**src/rtl/wb_stage.sv**
```systemverilog
// Registered MEM/WB boundary: stall/flush control, sub-word load extraction, result select, rd write gating.
// Optional retired-instruction counter enabled by defining WB_RETIRE_CNT_EN.
module wb_stage #(
  parameter int XLEN = 32,
  parameter int PC_W = 10,
  parameter int RA_W = 5
`ifdef WB_RETIRE_CNT_EN
  ,
  parameter int CNT_W = 32
`endif
) (
  input  logic            clk,
  input  logic            rst_n,
  input  logic            ValidM,
  input  logic [XLEN-1:0] ALUResultM,
  input  logic [XLEN-1:0] ReadDataM,
  input  logic [XLEN-1:0] ImmExtM,
  input  logic [PC_W-1:0] PCPlus4M,
  input  logic [RA_W-1:0] RdM,
  input  logic            RegWriteM,
  input  logic [1:0]      ResultSrcM,
  input  logic [2:0]      LoadTypeM,
  input  logic            StallW,
  input  logic            FlushW,
  output logic [XLEN-1:0] ResultW,
  output logic [RA_W-1:0] RdW,
  output logic            RegWriteW,
  output logic            ValidW
`ifdef WB_RETIRE_CNT_EN
  ,
  output logic [CNT_W-1:0] RetireCount
`endif
);

  logic            valid_p1;
  logic [XLEN-1:0] alu_p1;
  logic [XLEN-1:0] rdata_p1;
  logic [XLEN-1:0] imm_p1;
  logic [PC_W-1:0] pc4_p1;
  logic [RA_W-1:0] rd_p1;
  logic            regwrite_p1;
  logic [1:0]      src_p1;
  logic [2:0]      ltype_p1;

  // Pulls the addressed byte/half out of the aligned word and extends it.
  function automatic logic [XLEN-1:0] extract_load(input logic [XLEN-1:0] word,
                                                   input logic [1:0] off,
                                                   input logic [2:0] ltype);
    logic [7:0]  b;
    logic [15:0] h;
    b = word[{off, 3'b000} +: 8];
    h = off[1] ? word[16 +: 16] : word[0 +: 16];
    case (ltype)
      3'b000:  extract_load = {{(XLEN-8){b[7]}}, b};
      3'b001:  extract_load = {{(XLEN-16){h[15]}}, h};
      3'b010:  extract_load = word;
      3'b100:  extract_load = {{(XLEN-8){1'b0}}, b};
      3'b101:  extract_load = {{(XLEN-16){1'b0}}, h};
      default: extract_load = '0;
    endcase
  endfunction

  // M -> W boundary: flush only kills validity, stall holds everything
  always_ff @(posedge clk or negedge rst_n) begin
    if (!rst_n) begin
      valid_p1    <= 1'b0;
      alu_p1      <= '0;
      rdata_p1    <= '0;
      imm_p1      <= '0;
      pc4_p1      <= '0;
      rd_p1       <= '0;
      regwrite_p1 <= 1'b0;
      src_p1      <= 2'b00;
      ltype_p1    <= 3'b000;
    end else if (FlushW) begin
      valid_p1 <= 1'b0;
    end else if (!StallW) begin
      valid_p1    <= ValidM;
      alu_p1      <= ALUResultM;
      rdata_p1    <= ReadDataM;
      imm_p1      <= ImmExtM;
      pc4_p1      <= PCPlus4M;
      rd_p1       <= RdM;
      regwrite_p1 <= RegWriteM;
      src_p1      <= ResultSrcM;
      ltype_p1    <= LoadTypeM;
    end
  end

  // W stage outputs, combinational from registered fields only
  always_comb begin
    ResultW = alu_p1;
    case (src_p1)
      2'b00:   ResultW = alu_p1;
      2'b01:   ResultW = extract_load(rdata_p1, alu_p1[1:0], ltype_p1);
      2'b10:   ResultW = {{(XLEN-PC_W){1'b0}}, pc4_p1};
      default: ResultW = imm_p1;
    endcase
  end

  assign RdW       = rd_p1;
  assign ValidW    = valid_p1;
  assign RegWriteW = valid_p1 & regwrite_p1 & (|rd_p1);

`ifdef WB_RETIRE_CNT_EN
  logic [CNT_W-1:0] cnt_p1;

  // An instruction leaves W (retires) only when it is neither held nor killed.
  always_ff @(posedge clk or negedge rst_n) begin
    if (!rst_n)
      cnt_p1 <= '0;
    else if (valid_p1 && !StallW && !FlushW)
      cnt_p1 <= cnt_p1 + 1'b1;
  end

  assign RetireCount = cnt_p1;
`endif

endmodule

```
**config.mk**
```make
export PLATFORM = sky130hd
export DESIGN_NAME = wb_stage
export DESIGN_NICKNAME = d
export VERILOG_FILES = /design/src/rtl/wb_stage.sv
export SDC_FILE = /design/constraint.sdc
export NUM_CORES = 1
export LEC_CHECK = 0
export ABC_CLOCK_PERIOD_IN_PS = 2180
export CAP_MARGIN = 5
export CORE_MARGIN = 8
export CORE_UTILIZATION = 43
export DETAILED_ROUTE_END_ITERATION = 8
export PLACE_DENSITY = 0.74
export SLEW_MARGIN = 10
export SYNTH_ARGS = -nofsm -noshare
export SYNTH_HDL_FRONTEND = slang
export SYNTH_SLANG_ARGS = --single-unit
```
**constraint.sdc**
```tcl
create_clock -name clk -period 2.18 [get_ports clk]
set_input_delay 0.218 -clock clk [delete_from_list [all_inputs] [get_ports clk]]
set_output_delay 0.218 -clock clk [all_outputs]
set_load 0.1 [all_outputs]
```
# == Word-level counts from Yosys, hierarchy flattened ==
# Cells that the tools add are included.
# totals
n_memories,0
elab_cells,30
output_inout_bits,39
ram_bits,0
latch_bits,0
in_bits,122
rom_bits,0
reg_bits,118
# classes
shifts,1
mul,0
mux,5
n_bitwise,4
add_sub_neg,0
n_reduce_logical,4
n_eq_ne,7
div,0
order_cmp,0
# ops
cell,count
32-bit case mux with 5 select lines,1
32-bit case mux with 3 select lines,1
32-bit by 6-bit indexed part select with 8-bit output,1
16-bit two-way mux,1
"3-bit equality test, second input constant",2
5-bit OR reduction,1
"3-bit by 1-bit equality test with 1-bit output, second input constant",1
"3-bit by 2-bit equality test with 1-bit output, second input constant",1
3-bit zero test,1
1-bit bitwise AND,2
"2-bit by 1-bit equality test with 1-bit output, second input constant",1
"2-bit equality test, second input constant",1
2-bit zero test,1
1-bit two-way mux,2
"2-bit by 1-bit != test with 1-bit output, second input constant",1
1-bit inverter,2
2-bit AND reduction,1

# == Logic depth before layout (Yosys ltp) ==
# Gate-level depths: netlist of the first run.
# logic_depth
word_depth,3
ltp_mapped,6
mapped_depth_nobuf,4

# == Worst setup path after synthesis of the first run ==
# No wires, ideal clock.
# synth_path
path_kind,register to output
start,register ltype_p1[1]
end,output port ResultW[15]
n_path_buf,1
path_slack_ns,-1.336
path_stages_with_launch,6
t_arrival_ns,3.298
required_ns,1.962
path_cell_list,dfrtp_1 -> buf_4 -> or3_1 -> o22ai_2 -> a221oi_1 -> o21ai_0
# synth_via
elab_chain_cells,3
word_cells_on_any_way,7
cone_classes,eq/ne: 4; mux: 2; reduce/logical: 1
# synth_rtl
element,line,source
start: declaration,43,logic [2:0] ltype_p1;
start signal: assignment,86,ltype_p1 <= LoadTypeM;
3-bit equality test (tied with other cells),53,case (ltype)
32-bit case mux with 5 select lines (*),53,
32-bit case mux with 3 select lines (*),93,case (src_p1)
end: declaration,25,"output logic [XLEN-1:0] ResultW,"
# Every way passes the cells marked *; elsewhere a longest branch is shown, timed or not.

# == Final worst setup path of the first run ==
# layout_path
start,register ltype_p1[0]
end,output port ResultW[26]
# The elaborated chain is that of the path after synthesis.

==> flow_metrics.env, run 1 <==
export IMPL_clockPowerShare=0.263
export IMPL_postLayoutCellArea_um2=8620
export IMPL_post_dp_cell_area_um2=7910
export IMPL_pre_cts_ws_ns=0.0490
export IMPL_cp_data_required_time_ns=1.96
export IMPL_status="complete, but fails checks"
export IMPL_ctsLongestPathBuffers=2
export IMPL_place_gp_congestion=0.846
export IMPL_synth_seq_cells=118
export IMPL_fmax_ghz=0.415
export IMPL_synth_seq_area_share=0.540
export IMPL_antenna_found_initial=0
export IMPL_num_rows=41
export IMPL_synth_edf_count=0
export IMPL_synth_nets=527
export IMPL_crit_path_start_kind="register"
export IMPL_die_h_um=129
export IMPL_skew_ns=0
export IMPL_cts_tree="built"
export IMPL_fin_crit_sh=1.11
export IMPL_die_w_um=129
export IMPL_powerDensity_nw_per_um2=1030
export IMPL_power_total_mw=8.85
export IMPL_internal_power_mw=5.56
export IMPL_finalHoldViolCount=0
export IMPL_dr_pass1_iters=5
export IMPL_critPathMaxFanout=8
export IMPL_synth_avg_cell_area_um2=13.5
export IMPL_port_buffers=160
export IMPL_drive_above_1_share=0.430
export IMPL_hp_class="in2async"
export IMPL_drt_wl_total_um=16600
export IMPL_grt_usage=0.206
export IMPL_n_antenna_cell=0
export IMPL_area_growth_pct=57.8
export IMPL_grt_pass1_wl_um=26000
export IMPL_ys_types=37
export IMPL_nNetsFinal=713
export IMPL_drt_initial_drc_count=505
export IMPL_synth_area_leaders="dfrtp_1 (54%), mux2_2 (25%), a222oi_1 (4.2%)"
export IMPL_yosysWarnings=0
export IMPL_wire_per_inst_um=21.6
export IMPL_drcViolationCount=0
export IMPL_power_switching_share=0.372
export IMPL_clock_sinks=118
export IMPL_grt_pass1_vias=4676
export IMPL_rsz0062_at_grt="yes"
export IMPL_synthCells=405
export IMPL_clk_latency_ns=0.40
export IMPL_ys_top_cells_by_count="mux2_2 (123), dfrtp_1 (118), nand2_1 (29)"
export IMPL_viasPerCell=5.55
export IMPL_end_kind="output port"
export IMPL_maxCapViolCount=0
export IMPL_slew_headroom=0.636
export IMPL_setup_viol=32
export IMPL_synth_top_area_frac=0.540
export IMPL_worstMarginPinSlew_ns=0.546
export IMPL_period_minus_slack_ns=2.41
export IMPL_violations="negative setup slack"
export IMPL_grt_start_max_net_pins=57
export IMPL_fin_setup_tns_ns=-5.99
export IMPL_power_leakage_nw=3.50
export IMPL_crit_type="reg2out"
export IMPL_final_max_slew_viol_count=0
export IMPL_cts_buffers=17
export IMPL_clkSlewWorstSetupHoldPaths_ns=0.05
export IMPL_peakVddDrop_mv=0.741
export IMPL_setup_ws_ns=-0.230
export IMPL_vias=4263
export IMPL_post_synth_top_count_cell="mux2_2"
export IMPL_power_frac_comb=0.422
export IMPL_switchingPower_mw=3.29
export IMPL_drtAntennaViolNets=0
export IMPL_power_frac_seq=0.315
export IMPL_overflow=0
export IMPL_die_area_um2=16600
export IMPL_synthArstFlopShare=1.00
export IMPL_ys_flop_type="dfrtp_1"
export IMPL_ios=161
export IMPL_yosysTopAreaCell="dfrtp_1"
export IMPL_cts_root_buf="clkbuf_16"
export IMPL_start_util=0.437
export IMPL_core_area_um2=12500
export IMPL_crit_arrival_ns=2.19
export IMPL_dpl_hpwl_um=12300
export IMPL_netlist_area_um2=5460
export IMPL_htreeDepth=4
## cells in the final DEF, fill, tap and decap left out, drive strengths merged, types with 2 or more instances in the layout
cell,count
a31oi,7
buf,72
nor3b,3
nor2b,2
inv,2
dfrtp,118
o21a,4
clkbuf,25
mux2i,11
o221ai,8
a22oi,11
a21boi,2
mux2,123
a221oi,3
nand2,29
o22ai,4
clkdlybuf4s50,120
a222oi,23
o21ai,4
or3b,2
nor2,7
or3,2
and2,6
## kinds of logic after synthesis
family / count (synthesis) / synth area share
muxes: 134 / 0.274
AOI/OAI and AO/OA: 69 / 0.106
buffers and inverters: 29 / 0.0270
and+or+nand+nor: 55 / 0.0529
DFF: 118 / 0.540
## power by group through the flow
stage / Sequential [mW] / Clock [mW] / Combinational [mW]
finish: 2.79 / 2.33 / 3.73
global route: 2.83 / 2.47 / 3.89
CTS: 2.78 / 2.37 / 3.73
detailed placement: 2.81 / 0 / 3.62
global placement: 2.78 / 0 / 3.58
floorplan: 2.80 / 0 / 2.22
## routing by layer
layer / vias up / GRT usage / wire length (um) / share of wire
li1: 1927 / - / - / -
met5: - / 0 / 0 / 0
met1: 2158 / 0.249 / 6830 / 0.41
met2: 157 / 0.339 / 8370 / 0.50
met4: 0 / 0.0829 / 336 / 0.020
met3: 21 / 0.0604 / 1080 / 0.065
## final timing paths
check | from | endpoint | slack, ns | cells after the start
worst max-delay path | ltype_p1[0]$_DFFE_PN0P_ | ResultW[26] | -0.23 | 7
worst min-delay path | rst_n | RdW[1]$_DFFE_PN0P_ | 0.35 | 2
worst max register to register | src_p1[0]$_DFFE_PN0P_ | src_p1[0]$_DFFE_PN0P_ | 1.11 | 2
worst min register to register | pc4_p1[5]$_DFFE_PN0P_ | pc4_p1[5]$_DFFE_PN0P_ | 0.50 | 1
max in group asynchronous | rst_n | src_p1[0]$_DFFE_PN0P_ | 1.05 | 3
min in group clk | LoadTypeM[2] | ltype_p1[2]$_DFFE_PN0P_ | 0.39 | 3
## flip-flops by register name, indices dropped and copies added, names as in the netlist
signal and flops:
regwrite_p1 1, alu_p1 32, imm_p1 32, rdata_p1 32, src_p1 2, ValidW 1, ltype_p1 3, pc4_p1 10
RdW 5
## stage by stage
stage | hold slack [ns] | utilization | std cells
floorplan | -0.0776 | - | 405
global placement | 0.219 | 0.632 | 733
detailed placement | 0.225 | 0.632 | 733
CTS | 0.338 | 0.683 | 765
global route | 0.384 | 0.689 | 768
finish | 0.352 | 0.689 | 768
## critical path, stage by stage (launching register included)
cell	delay (ns)
dfrtp_2	0.46
or3b_4	0.43
nor3b_4	0.24
buf_6	0.14
clkbuf_16	0.14
a222oi_1	0.09
nand2_2	0.12
buf_12	0.17
## final cells by class
cell class                 count  area, um^2
multi-input combinational    258        2670
sequential                   118        2960
tap                          172         215
clock buffer                  24         482
timing repair buffer         194        2300
inverter                       2        7.51
fill                         920        3890
## what timing repair did
| action | 4_1_cts | 5_1_grt |
|---|---|---|
| setup buffers | 7 | 2 |
| hold endpoints to repair | 35 | 0 |
| resized for setup | 23 | 7 |
| endpoints found under the setup margin | 32 | 32 |
| cloned | 0 | 1 |
| pin swaps | 9 | 36 |
| hold buffers | 1 | 0 |
Note: power is estimated with default switching activity, not from simulation.
==> run 2: changes to the inputs <==
- ABC_AREA: not set -> 1
- ABC_CLOCK_PERIOD_IN_PS: 2180 -> not set
- PLACE_DENSITY: 0.74 -> 0.73
==> run 2 against run 1 <==
Effect of this change:
- the run still ends with negative setup slack left
- cell area rose by 1.9%
- first-iteration DRC count fell by 29%
- flip-flop and latch count did not move
- maximum frequency rose by 9.6%
- wire length rose by 9.6%
- synthesized cell count rose by 52%
- non-clock buffer count fell by 6
- power fell by 0.47%
==> flow_metrics.env, run 2 <==
export IMPL_port_buffers=160
export IMPL_synth_nets=739
export IMPL_fmax_ghz=0.455
export IMPL_synth_top_family_by_area="simple AND/OR/NAND/NOR gates"
export IMPL_yosysWarnings=0
export IMPL_holdWs_ns=0.332
export IMPL_violations="negative setup slack"
export IMPL_drcViolationCount=0
export IMPL_wire_per_inst_um=18.6
export IMPL_die_h_um=133
export IMPL_postLayoutCellArea_um2=8790
export IMPL_ys_top_cells_by_count="nand2_1 (211), dfrtp_1 (118), mux2_2 (90)"
export IMPL_synth_top_area_frac=0.506
export IMPL_hp_class="in2async"
export IMPL_setup_viol=3
export IMPL_skew_ns=0
export IMPL_layout_commonest_cell="nand2_1"
export IMPL_cp_data_required_time_ns=1.96
export IMPL_crit_path_start_kind="register"
export IMPL_cpMaxStageDelayCell="dfrtp_2"
export IMPL_dpl_hpwl_um=12900
export IMPL_drt_initial_drc_count=357
export IMPL_cp_cell_sequence="nor3_4, buf_12, nand2_1, nand3_2, nand2_1, nand4_1, buf_12"
export IMPL_place_gp_congestion=0.858
export IMPL_critPathMaxFanout=15
export IMPL_grt_pass1_wl_um=29600
export IMPL_crit_type="reg2out"
export IMPL_synth_compound_area_frac=0.0572
export IMPL_synth_avg_cell_area_um2=9.46
export IMPL_clk_latency_ns=0.41
export IMPL_power_leakage_nw=3.99
export IMPL_n_antenna_cell=0
export IMPL_grt_usage=0.212
export IMPL_overflow=0
export IMPL_nNetsFinal=914
export IMPL_yosys_area_share_simple=0.204
export IMPL_synth_seq_area_share=0.506
export IMPL_cp_slowest_stage_delay_ns=0.48
export IMPL_dr_pass1_iters=5
export IMPL_core_area_um2=13200
export IMPL_die_w_um=133
export IMPL_drt_wl_total_um=18200
export IMPL_cts_buffers=17
export IMPL_drtAntennaViolNets=0
export IMPL_netlist_area_um2=5840
export IMPL_start_util=0.441
export IMPL_status="complete, but fails checks"
export IMPL_rsz0062_at_grt="yes"
export IMPL_post_synth_top_count_cell="nand2_1"
export IMPL_crit_arrival_ns=1.98
export IMPL_fin_crit_sh=1.01
export IMPL_grt_start_max_net_pins=76
export IMPL_area_growth_pct=50.5
export IMPL_post_dp_cell_area_um2=7940
export IMPL_grt_pass1_vias=5474
export IMPL_worstMarginPinSlew_ns=0.523
export IMPL_synthCells=617
export IMPL_cts_tree="built"
export IMPL_ys_types=26
export IMPL_synth_seq_cells=118
export IMPL_clkSlewWorstSetupHoldPaths_ns=0.05
export IMPL_viasPerCell=5.13
export IMPL_muxShareOfSynthArea=0.175
export IMPL_top_regs="alu_p1: 32 flops, imm_p1: 32 flops, rdata_p1: 32 flops"
export IMPL_num_rows=42
export IMPL_die_area_um2=17600
export IMPL_clock_sinks=118
export IMPL_ios=161
export IMPL_mostFrequentLayoutCells="nand2_1 (207), clkdlybuf4s50_1 (120), dfrtp_1 (114), mux2_2 (90), buf_12 (38)"
export IMPL_synth_edf_count=0
export IMPL_ys_flop_type="dfrtp_1"
export IMPL_peakVddDrop_mv=0.629
export IMPL_yosysTopAreaCell="dfrtp_1"
export IMPL_maxCapViolCount=0
export IMPL_end_kind="output port"
export IMPL_slew_headroom=0.651
export IMPL_synth_xor_area_frac=0
export IMPL_synth_area_leaders="dfrtp_1 (51%), mux2_2 (17%), nand2_1 (14%)"
export IMPL_htreeDepth=4
export IMPL_synthArstFlopShare=1.00
export IMPL_final_max_slew_viol_count=0
export IMPL_utilization=0.664
export IMPL_powerDensity_nw_per_um2=1000
export IMPL_synth_fa_ha_area_frac=0
export IMPL_ctsLongestPathBuffers=2
export IMPL_drive_above_1_share=0.291
export IMPL_setup_ws_ns=-0.0181
export IMPL_period_minus_slack_ns=2.20
export IMPL_vias=5020
export IMPL_finalHoldViolCount=0
export IMPL_cts_root_buf="clkbuf_16"
export IMPL_antenna_found_initial=0
[run 2: final timing paths]
check / slack (ns) / endpoint / depth (start not counted) / startpoint
worst min register to register: 0.50 / alu_p1[24]$_DFFE_PN0P_ / 1 / alu_p1[24]$_DFFE_PN0P_
worst max-delay path: -0.02 / ResultW[3] / 7 / ltype_p1[0]$_DFFE_PN0P_
worst min-delay path: 0.33 / alu_p1[6]$_DFFE_PN0P_ / 2 / rst_n
min in group clk: 0.38 / rdata_p1[2]$_DFFE_PN0P_ / 3 / ReadDataM[2]
max in group asynchronous: 1.09 / ltype_p1[2]$_DFFE_PN0P_ / 3 / rst_n
worst max register to register: 1.32 / ltype_p1[0]$_DFFE_PN0P_ / 2 / ltype_p1[0]$_DFFE_PN0P_
[run 2: cells by family (layout without fill, tap and decap cells)]
kind of cell | after synthesis | in the layout
simple gates | 274 | 276
mux | 91 | 91
buf+inv | 68 | 252
compound gates | 66 | 66
flops | 118 | 118
[run 2: final cells by class]
class / instances / area, um^2
clock inverter: 4 / 45.0
fill: 1059 / 4460
multi-input combinational: 433 / 2730
sequential: 118 / 2960
clock buffer: 26 / 499
tap: 176 / 220
timing repair buffer: 188 / 2210
inverter: 34 / 128
[run 2: critical path: cells and delay by family, from the launching register on]
family                 cells  cell delay (ns)
AND/OR/NAND/NOR            5             0.70
flip-flops                 1             0.48
buffers and inverters      2             0.38
[run 2: per-stage QoR]
stage	total power [mW]	TNS (ns)	std cells	worst slack, ns
after floorplan	4.78	0	617	0.0247
after global placement	6.02	0	932	0.216
after detailed placement	6.07	0	932	0.192
after CTS	8.80	-0.0849	976	-0.0408
after global routing	9.15	-1.50	979	-0.101
final	8.80	-0.0355	979	-0.0181
[run 2: timing repair]
action	4_1_cts	5_1_grt
hold buffers	1	0
gates cloned	3	0
endpoints found under the hold margin	38	0
resized for setup	13	32
setup buffers	10	4
pin swaps	6	6
endpoints found under the setup margin	31	32
[run 2: power breakdown]
| part | switching, mW | internal [mW] | total (mW) |
|---|---|---|---|
| Combinational | 2.15 | 1.34 | 3.49 |
| Sequential | 0.207 | 2.51 | 2.72 |
| Clock | 0.933 | 1.67 | 2.60 |
| Total | 3.29 | 5.51 | 8.80 |
[run 2: metal layers]
metal / share of wire / vias up / global-route usage / routed length, um
li1: - / 2388 / - / -
met1: 0.41 / 2442 / 0.255 / 7450
met2: 0.51 / 156 / 0.354 / 9280
met3: 0.054 / 34 / 0.0530 / 980
met4: 0.027 / 0 / 0.0896 / 497
met5: 0 / - / 0 / 0
